## src/rtl/core_pkg.sv

```systemverilog
// Shared types and constants for the core preempt sequencer.
//   preempt_state_e : sequencer FSM states
//   preempt_req_t   : one decoder slot's preempt request fields
//   arf_onehot()    : register index to one-hot dirty-clear mask
package core_pkg;

    localparam int ARF_N     = 16;
    localparam int ARF_IDX_W = 4;

    typedef enum logic [2:0] {
        ST_IDLE,
        ST_MEM,
        ST_WB,
        ST_JUMP,
        ST_HALTED
    } preempt_state_e;

    typedef struct packed {
        logic halt;
        logic lsu_en;
        logic lsu_wen;
        logic lsu_kind;
        logic jump_en;
        logic jump_kind;
    } preempt_req_t;

    function automatic logic [ARF_N-1:0] arf_onehot(input logic [ARF_IDX_W-1:0] idx);
        logic [ARF_N-1:0] m;
        m      = '0;
        m[idx] = 1'b1;
        return m;
    endfunction

endpackage

```

## src/rtl/core_prio_enc.sv

```systemverilog
// Lowest-index priority encoder.
//   req    : request vector, bit 0 has highest priority
//   valid  : any request present
//   idx    : binary index of the winning request
//   onehot : one-hot mask of the winning request
module core_prio_enc #(
    parameter int N     = 4,
    parameter int IDX_W = (N > 1) ? $clog2(N) : 1
) (
    input  logic [N-1:0]     req,
    output logic             valid,
    output logic [IDX_W-1:0] idx,
    output logic [N-1:0]     onehot
);

    always_comb begin
        valid  = |req;
        idx    = '0;
        onehot = '0;
        // Walk from the top down so the lowest set bit is the last to write.
        for (int i = N - 1; i >= 0; i--) begin
            if (req[i]) begin
                idx       = IDX_W'(i);
                onehot    = '0;
                onehot[i] = 1'b1;
            end
        end
    end

endmodule

```

## src/rtl/core_preempt_ctrl.sv

```systemverilog
// Sequencer for side-effecting operations raised by the decoder slots.
// Grants the oldest requesting slot and runs one operation at a time:
// data-memory load/store (with load write-back), PC redirect, or halt.
//   clk_i, rst_i          : clock, synchronous active-high reset
//   req_*_i, slot_*_i     : per-slot preempt requests and operands
//   mem_*_o / mem_*_i     : single-port data-memory handshake
//   arf_*_o, clr_dirty_o  : load write-back and dirty-bit clear
//   jump_o, jump_target_o : PC redirect pulse
//   grant_o               : one-hot acceptance pulse
//   busy_o, halted_o      : cascade stall, halt status
//   resume_i              : leave halt
// Every output is driven from a flop.
module core_preempt_ctrl
    import core_pkg::*;
#(
    parameter int N_SLOT = 4,
    parameter int ADDR_W = 8,
    parameter int DATA_W = 16
) (
    input  logic                                 clk_i,
    input  logic                                 rst_i,
    input  logic [N_SLOT-1:0]                    req_halt_i,
    input  logic [N_SLOT-1:0]                    req_lsu_en_i,
    input  logic [N_SLOT-1:0]                    req_lsu_wen_i,
    input  logic [N_SLOT-1:0]                    req_lsu_kind_i,
    input  logic [N_SLOT-1:0]                    req_jump_en_i,
    input  logic [N_SLOT-1:0]                    req_jump_kind_i,
    input  logic [N_SLOT-1:0][ADDR_W-1:0]        slot_imm_i,
    input  logic [N_SLOT-1:0][ARF_IDX_W-1:0]     slot_rd_i,
    input  logic [N_SLOT-1:0][DATA_W-1:0]        slot_rd_val_i,
    input  logic [N_SLOT-1:0][DATA_W-1:0]        slot_rt_val_i,
    output logic                                 mem_req_o,
    output logic                                 mem_wen_o,
    output logic [ADDR_W-1:0]                    mem_addr_o,
    output logic [DATA_W-1:0]                    mem_wdata_o,
    input  logic                                 mem_ack_i,
    input  logic [DATA_W-1:0]                    mem_rdata_i,
    output logic                                 arf_wen_o,
    output logic [ARF_IDX_W-1:0]                 arf_waddr_o,
    output logic [DATA_W-1:0]                    arf_wdata_o,
    output logic [ARF_N-1:0]                     clr_dirty_o,
    output logic                                 jump_o,
    output logic [ADDR_W-1:0]                    jump_target_o,
    output logic [N_SLOT-1:0]                    grant_o,
    output logic                                 busy_o,
    output logic                                 halted_o,
    input  logic                                 resume_i
);

    localparam int SLOT_W = (N_SLOT > 1) ? $clog2(N_SLOT) : 1;

    // ---------------------------------------------------------------
    // Per-slot request bundling and oldest-slot arbitration
    // ---------------------------------------------------------------
    preempt_req_t [N_SLOT-1:0] req;
    logic [N_SLOT-1:0]         active;

    for (genvar g = 0; g < N_SLOT; g++) begin : g_slot
        assign req[g] = '{halt:      req_halt_i[g],
                          lsu_en:    req_lsu_en_i[g],
                          lsu_wen:   req_lsu_wen_i[g],
                          lsu_kind:  req_lsu_kind_i[g],
                          jump_en:   req_jump_en_i[g],
                          jump_kind: req_jump_kind_i[g]};
        assign active[g] = req[g].halt | req[g].lsu_en | req[g].jump_en;
    end

    logic              win_vld;
    logic [SLOT_W-1:0] win_idx;
    logic [N_SLOT-1:0] win_oh;

    core_prio_enc #(.N(N_SLOT), .IDX_W(SLOT_W)) u_prio (
        .req    (active),
        .valid  (win_vld),
        .idx    (win_idx),
        .onehot (win_oh)
    );

    preempt_req_t sel;
    assign sel = req[win_idx];

    // ---------------------------------------------------------------
    // State and latched operation fields
    // ---------------------------------------------------------------
    preempt_state_e       state, state_n;
    logic                 lat_wen, lat_wen_n;
    logic [ARF_IDX_W-1:0] lat_rd, lat_rd_n;
    logic [ADDR_W-1:0]    lat_addr, lat_addr_n;
    logic [DATA_W-1:0]    lat_wdata, lat_wdata_n;
    logic [ADDR_W-1:0]    lat_target, lat_target_n;
    logic [DATA_W-1:0]    rdata_q, rdata_n;

    // Next values of the registered outputs
    logic                 mem_req_n, mem_wen_n;
    logic [ADDR_W-1:0]    mem_addr_n;
    logic [DATA_W-1:0]    mem_wdata_n;
    logic                 arf_wen_n;
    logic [ARF_IDX_W-1:0] arf_waddr_n;
    logic [DATA_W-1:0]    arf_wdata_n;
    logic [ARF_N-1:0]     clr_dirty_n;
    logic                 jump_n;
    logic [ADDR_W-1:0]    jump_target_n;
    logic [N_SLOT-1:0]    grant_n;

    always_comb begin
        state_n      = state;
        lat_wen_n    = lat_wen;
        lat_rd_n     = lat_rd;
        lat_addr_n   = lat_addr;
        lat_wdata_n  = lat_wdata;
        lat_target_n = lat_target;
        rdata_n      = rdata_q;
        grant_n      = '0;

        unique case (state)
            ST_IDLE: begin
                if (win_vld) begin
                    grant_n      = win_oh;
                    lat_wen_n    = sel.lsu_wen;
                    lat_rd_n     = slot_rd_i[win_idx];
                    lat_addr_n   = sel.lsu_kind ? slot_imm_i[win_idx]
                                                : ADDR_W'(slot_rt_val_i[win_idx]);
                    lat_wdata_n  = slot_rd_val_i[win_idx];
                    lat_target_n = sel.jump_kind ? slot_imm_i[win_idx]
                                                 : ADDR_W'(slot_rd_val_i[win_idx]);
                    if (sel.halt)         state_n = ST_HALTED;
                    else if (sel.lsu_en)  state_n = ST_MEM;
                    else if (sel.jump_en) state_n = ST_JUMP;
                end
            end
            ST_MEM: begin
                if (mem_ack_i) begin
                    if (lat_wen) begin
                        state_n = ST_IDLE;
                    end else begin
                        rdata_n = mem_rdata_i;
                        state_n = ST_WB;
                    end
                end
            end
            ST_WB:     state_n = ST_IDLE;
            ST_JUMP:   state_n = ST_IDLE;
            ST_HALTED: if (resume_i) state_n = ST_IDLE;
            default:   state_n = ST_IDLE;
        endcase

        // Outputs reflect the state being entered, so they line up with
        // the state register on the following cycle.
        mem_req_n     = (state_n == ST_MEM);
        mem_wen_n     = mem_req_n & lat_wen_n;
        mem_addr_n    = mem_req_n ? lat_addr_n : '0;
        mem_wdata_n   = mem_wen_n ? lat_wdata_n : '0;
        arf_wen_n     = (state_n == ST_WB) && (lat_rd_n != '0);
        arf_waddr_n   = (state_n == ST_WB) ? lat_rd_n : '0;
        arf_wdata_n   = (state_n == ST_WB) ? rdata_n : '0;
        clr_dirty_n   = (state_n == ST_WB) ? arf_onehot(lat_rd_n) : '0;
        jump_n        = (state_n == ST_JUMP);
        jump_target_n = jump_n ? lat_target_n : '0;
    end

    always_ff @(posedge clk_i) begin
        if (rst_i) begin
            state         <= ST_IDLE;
            lat_wen       <= 1'b0;
            lat_rd        <= '0;
            lat_addr      <= '0;
            lat_wdata     <= '0;
            lat_target    <= '0;
            rdata_q       <= '0;
            mem_req_o     <= 1'b0;
            mem_wen_o     <= 1'b0;
            mem_addr_o    <= '0;
            mem_wdata_o   <= '0;
            arf_wen_o     <= 1'b0;
            arf_waddr_o   <= '0;
            arf_wdata_o   <= '0;
            clr_dirty_o   <= '0;
            jump_o        <= 1'b0;
            jump_target_o <= '0;
            grant_o       <= '0;
            busy_o        <= 1'b0;
            halted_o      <= 1'b0;
        end else begin
            state         <= state_n;
            lat_wen       <= lat_wen_n;
            lat_rd        <= lat_rd_n;
            lat_addr      <= lat_addr_n;
            lat_wdata     <= lat_wdata_n;
            lat_target    <= lat_target_n;
            rdata_q       <= rdata_n;
            mem_req_o     <= mem_req_n;
            mem_wen_o     <= mem_wen_n;
            mem_addr_o    <= mem_addr_n;
            mem_wdata_o   <= mem_wdata_n;
            arf_wen_o     <= arf_wen_n;
            arf_waddr_o   <= arf_waddr_n;
            arf_wdata_o   <= arf_wdata_n;
            clr_dirty_o   <= clr_dirty_n;
            jump_o        <= jump_n;
            jump_target_o <= jump_target_n;
            grant_o       <= grant_n;
            busy_o        <= (state_n != ST_IDLE);
            halted_o      <= (state_n == ST_HALTED);
        end
    end

endmodule
```

## config.mk

```make
export PLATFORM = sky130hd
export DESIGN_NAME = core_preempt_ctrl
export DESIGN_NICKNAME = d
export VERILOG_FILES = /design/src/rtl/core_pkg.sv /design/src/rtl/core_prio_enc.sv /design/src/rtl/core_preempt_ctrl.sv
export SDC_FILE = /design/constraint.sdc
export NUM_CORES = 1
export LEC_CHECK = 0
export CAP_MARGIN = 20
export CORE_MARGIN = 5
export CORE_UTILIZATION = 29
export DETAILED_ROUTE_END_ITERATION = 10
export DONT_BUFFER_PORTS = 1
export PLACE_DENSITY = 0.51
export SLEW_MARGIN = 20
export SYNTH_ARGS = -nofsm -noshare
export SYNTH_HDL_FRONTEND = slang
export SYNTH_SLANG_ARGS = --single-unit
```

## constraint.sdc

```tcl
create_clock -name clk_i -period 8.9 [get_ports clk_i]
set_input_delay 2.67 -clock clk_i [delete_from_list [all_inputs] [get_ports clk_i]]
set_output_delay 2.67 -clock clk_i [all_outputs]
set_load 0.005 [all_outputs]
```

==> results of run 1 <==
[report_power, final]
part	internal, W	switching (W)	total, W	leakage (nW)
clock	0.000423	0.000283	0.000706	0.290
sequential	0.000593	0.0000118	0.000604	1.02
combinational	0.0000714	0.000104	0.000176	1.05
total	0.00109	0.000399	0.00149	2.36
[kinds of logic after synthesis]
group,share of synthesized area
flip-flops,0.473
buffers and inverters,0.0345
AO/OA/AOI/OAI,0.159
AND/OR/NAND/NOR,0.179
multiplexers,0.154
[sequential cells by signal, summed over array words and instances, names as in the netlist, 3 cells and up]
signal	cells
lat_addr	8
grant_o	4
mem_wdata_o	16
rdata_q	16
state	3
jump_target_o	8
clr_dirty_o	16
arf_waddr_o	4
lat_rd	4
arf_wdata_o	16
lat_wdata	16
mem_addr_o	8
[per-stage QoR]
stage | utilization | hold WS [ps]
5_1_grt | 0.341 | 488
2_1_floorplan | - | 440
6_report | 0.342 | 456
4_1_cts | 0.341 | 459
3_3_place_gp | 0.306 | 441
3_5_place_dp | 0.307 | 451
[worst paths after layout]
path | start | endpoint | cells past startpoint
setup / recovery | req_lsu_en_i[1] | clr_dirty_o[13] | 6
hold / removal | lat_addr[3] | mem_addr_o[3] | 2
setup reg to reg | state[1] | mem_wdata_o[4] | 7
hold reg to reg | lat_addr[3] | mem_addr_o[3] | 2
[critical path, cell delays in order]
cell,delay [ps]
nor3_2,690
o211ai_2,510
o21ai_1,430
o22ai_1,250
nand3b_1,650
nor4_1,440
[layout by cell type, fill, tap and decap left out, drive strengths merged, types with 12 or more instances in the layout]
master  count
mux4       16
o21ai      18
nor3       19
nand2      43
inv        12
a21oi      31
clkbuf     17
dfxtp     126
mux2i      35
nor2       82
nor2b      18
[cell type report]
class / instances / area share
diodes: 5 / 0.00203
clock buffers: 17 / 0.0691
multi-input cells: 375 / 0.429
flip-flops and latches: 126 / 0.410
well taps: 229 / 0.0465
inverters: 6 / 0.00366
clock inverters: 15 / 0.0291
repair buffers: 8 / 0.0110
[layer usage]
metal | track usage | part of all wire
met3 | 0.0997 | 0.13
met5 | 0 | 0.0015
met1 | 0.178 | 0.37
met2 | 0.277 | 0.48
met4 | 0.0574 | 0.020
==> reports/metrics.yaml, run 1 <==
synth_common_cells: "dfxtp_1 (126), nor2_1 (81), nand2_1 (42), mux2i_1 (34), a21oi_1 (30)"
cts.sinks: 126
yosys_warnings: 0
die_w_um: 146
synth_top_area_share: 0.473
ys_async_sr_fraction: 0
worstMarginPinSlew_ps: 1120
fin_area_um2: 6160
viasPerCell: 5.44
cp.arrival_ps: 5660
drt-initial-drc-count: 151
synth.distinct_cells: 62
core_region_area_um2: 18000
worstSetupPathType: "in -> reg"
grt_overflow: 0
end_kind: "register"
setup_viol_count_final: 0
synth_edf_count: 0
p_per_area_nw_per_um2: 241
clk_pin_slew_ps: 60
hp-class: "reg -> reg"
grt_max_degree: 57
dp_slack_ps: 3010
port_buffers: 0
ys_seq_area_frac: 0.473
place_area_um2: 5540
synth.most_common_cell: "dfxtp_1"
rows: 49
clk-insertion-delay-late_ps: 410
multiInputGateArea_um2: 2640
layout_min_cycle_time_ps: 5350
hold_viol: 0
max_cap_viol_count: 0
grt_pass1_wl_um: 27300
wl_um: 18300
netlist_instances: 541
antenna_found_initial: 6
nets: 754
cts_buffers: 17
power.total_w: 0.00149
synthFlopType: "dfxtp_1"
start_kind: "primary input"
required_ps: 9210
status: "completed"
cts-hold-fix-buffers: 0
yosysTopAreaCell: "dfxtp_1"
max-slew-margin-rel: 0.246
cts_root_buf: "clkbuf_16"
grt_pass1_vias: 4442
postCtsSetupBuffers: 0
drt_first_pass_iters: 5
tns_ps: 0
gp_congestion: 0.835
r2r_setup_slack_ps: 5800
grt.total_usage: 0.168
fillers: 1853
syn_nets: 761
ys_seq_elements: 126
die_h_um: 146
finClkSkew_ps: 7.10
num_vias: 4246
drc: 0
rsz0062_at_grt: "false"
fmax_mhz: 187
cts.repair.resized: 0
cts_tree: "yes"
final-instance-count-excl-fill: 781
regArea_um2: 2520
drive_gt1_frac: 0.154
avgSynthCellArea_um2: 9.85
dieArea_um2: 21200
io_pins: 298
synth_area_leaders: "dfxtp_1 (47%), mux4_2 (6.8%), mux2i_1 (6.4%), nor2_1 (5.7%), nand2_1 (3.0%)"
clockBufferDepth: 2
synth_area_um2: 5330
period_share: 0.601
dp_hpwl_um: 13600
start_util: 0.296
drv_slew: 0
irDropWorstVdd_mv: 0.120
dp.cells: 744
crit_fanout: 17
setup_slack_ps: 3550
power_leakage_nw: 2.36
htreeDepth: 4
detail-route-antenna-nets: 0
routedWlPerCell_um: 23.5
area.growth.synth_to_final_pct: 15.5
Power figures use the tool's default switching activity.
==> run 2, diff against run 1 <==
==> constraint.sdc (replaced) <==
create_clock -name clk_i -period 5.5 [get_ports clk_i]
set_input_delay 1.65 -clock clk_i [delete_from_list [all_inputs] [get_ports clk_i]]
set_output_delay 1.65 -clock clk_i [all_outputs]
set_load 0.005 [all_outputs]
==> run 2 against run 1 <==
Wire length fell by 0.19%. Sequential share of layout area rose by 0.14 points. Clock skew fell by 1.6 ps. Largest cell class unchanged.
==> reports/metrics.yaml, run 2 (same netlist as run 1, synthesis figures left out) <==
combPwrFrac: 0.124
grt_max_degree: 57
holdWs_ps: 457
reg2reg_to: "mem_wdata_o[6]"
grt_pass1_vias: 4415
setup_viol_count_final: 0
worstMarginPinSlew_ps: 958
timing.rr.start: "state[1]"
required_ps: 5820
wl_um: 18300
whs_path_depth: 2
port_buffers: 0
hp-class: "reg -> reg"
crit_fanout: 17
start_util: 0.296
p_int_w: 0.00172
irDropWorstVdd_mv: 0.192
drt-initial-drc-count: 134
clk_pin_slew_ps: 60
dp.cells: 746
rsz0062_at_grt: "false"
htreeDepth: 4
clockBufferDepth: 2
min_to: "lat_addr[1]"
dp_slack_ps: 772
power_leakage_nw: 2.35
clk-insertion-delay-late_ps: 410
detail-route-antenna-nets: 0
hold_viol: 0
cp.arrival_ps: 4600
cts.sinks: 126
p_switching_w: 0.000626
grt_overflow: 0
setup_slack_ps: 1220
cts.repair.resized: 0
holdCritStartpoint: "lat_addr[1]"
fmax_mhz: 234
grt_pass1_wl_um: 27100
path_cells: "or3_1, o211ai_2, o21ai_1, o22ai_1, nand3b_1, nor2b_1"
cp_slowest_cell: "nand3b_1"
final_common_cell: "dfxtp_1"
tns_ps: 0
io_pins: 298
nets: 756
cts_buffers: 17
core_region_area_um2: 18000
period_share: 0.778
clockPowerShare: 0.459
drv_slew: 0
end_kind: "register"
die_w_um: 146
drt_first_pass_iters: 4
worst_path_largest_cell_delay_ps: 690
die_h_um: 146
start_kind: "primary input"
finClkSkew_ps: 5.46
r2r_setup_slack_ps: 2350
drc: 0
max-slew-margin-rel: 0.359
num_vias: 4237
routedWlPerCell_um: 23.4
cts_tree: "yes"
worstSetupPathType: "in -> reg"
viasPerCell: 5.43
reg2reg_depth: 7
mostFrequentLayoutCells: "dfxtp_1 (126), nor2_1 (81), nand2_1 (42), mux2i_1 (34), a21oi_1 (30)"
cts_root_buf: "clkbuf_16"
rows: 49
antenna_found_initial: 5
cts-hold-fix-buffers: 0
grt.total_usage: 0.167
seq_power_share: 0.417
dieArea_um2: 21200
final-instance-count-excl-fill: 781
power.total_w: 0.00234
status: "completed"
layout_min_cycle_time_ps: 4280
max_cap_viol_count: 0
dp_hpwl_um: 13600
postCtsSetupBuffers: 0
area.growth.synth_to_final_pct: 15.1
p_per_area_nw_per_um2: 382
drive_gt1_frac: 0.158
swShare: 0.267
gp_congestion: 0.825
-- run 2: area by class of cell --
type                       count  area, um^2
clock inverter                14         134
antenna                        3        7.51
multi-input combinational    375        2650
inverter                       6        22.5
tap                          229         287
clock buffer                  18         439
fill                        1865       11900
timing repair buffer          10        75.1
sequential                   126        2520
-- run 2: power groups by stage --
| stage | sequential [W] | combinational, W | clock, W |
|---|---|---|---|
| 5_1_grt | 0.000982 | 0.000317 | 0.00116 |
| 3_3_place_gp | 0.000997 | 0.000286 | 0 |
| 4_1_cts | 0.000978 | 0.000292 | 0.00111 |
| 3_5_place_dp | 0.000998 | 0.000291 | 0 |
| 6_report | 0.000977 | 0.000290 | 0.00108 |
| 2_1_floorplan | 0.000991 | 0.000227 | 0 |
-- run 2: metal layers --
| metal | GRT usage | vias up | part of all wire |
|---|---|---|---|
| li1 | - | 1954 | - |
| met1 | 0.179 | 2038 | 0.37 |
| met2 | 0.265 | 216 | 0.47 |
| met3 | 0.104 | 25 | 0.12 |
| met4 | 0.0658 | 4 | 0.027 |
| met5 | 0 | - | 0.0011 |
-- run 2: worst max-delay path by stage --
stage | startpoint | end | slack [ps] | depth (start not counted)
final | req_lsu_en_i[2] | mem_wdata_o[6] | 1220 | 6
after global routing | req_lsu_en_i[2] | mem_wdata_o[12] | 910 | 6
after CTS | req_lsu_en_i[2] | mem_wdata_o[6] | 1210 | 6
after detailed placement | req_lsu_en_i[2] | mem_wdata_o[0] | 770 | 6
after global placement | req_lsu_en_i[2] | mem_wdata_o[1] | 860 | 6
after floorplan | req_lsu_en_i[1] | mem_wdata_o[8] | 1840 | 7
-- run 2: worst max-delay path: cells and delay by family --
family	cells	cell delay (ps)
simple gates	3	1590
compound gates	3	1340
-- run 2: through the flow --
step / utilization / cell area [um^2]
6_report: 0.340 / 6130
5_1_grt: 0.340 / 6130
4_1_cts: 0.340 / 6120
3_5_place_dp: 0.308 / 5550
3_3_place_gp: 0.308 / 5550
2_1_floorplan: - / 5330
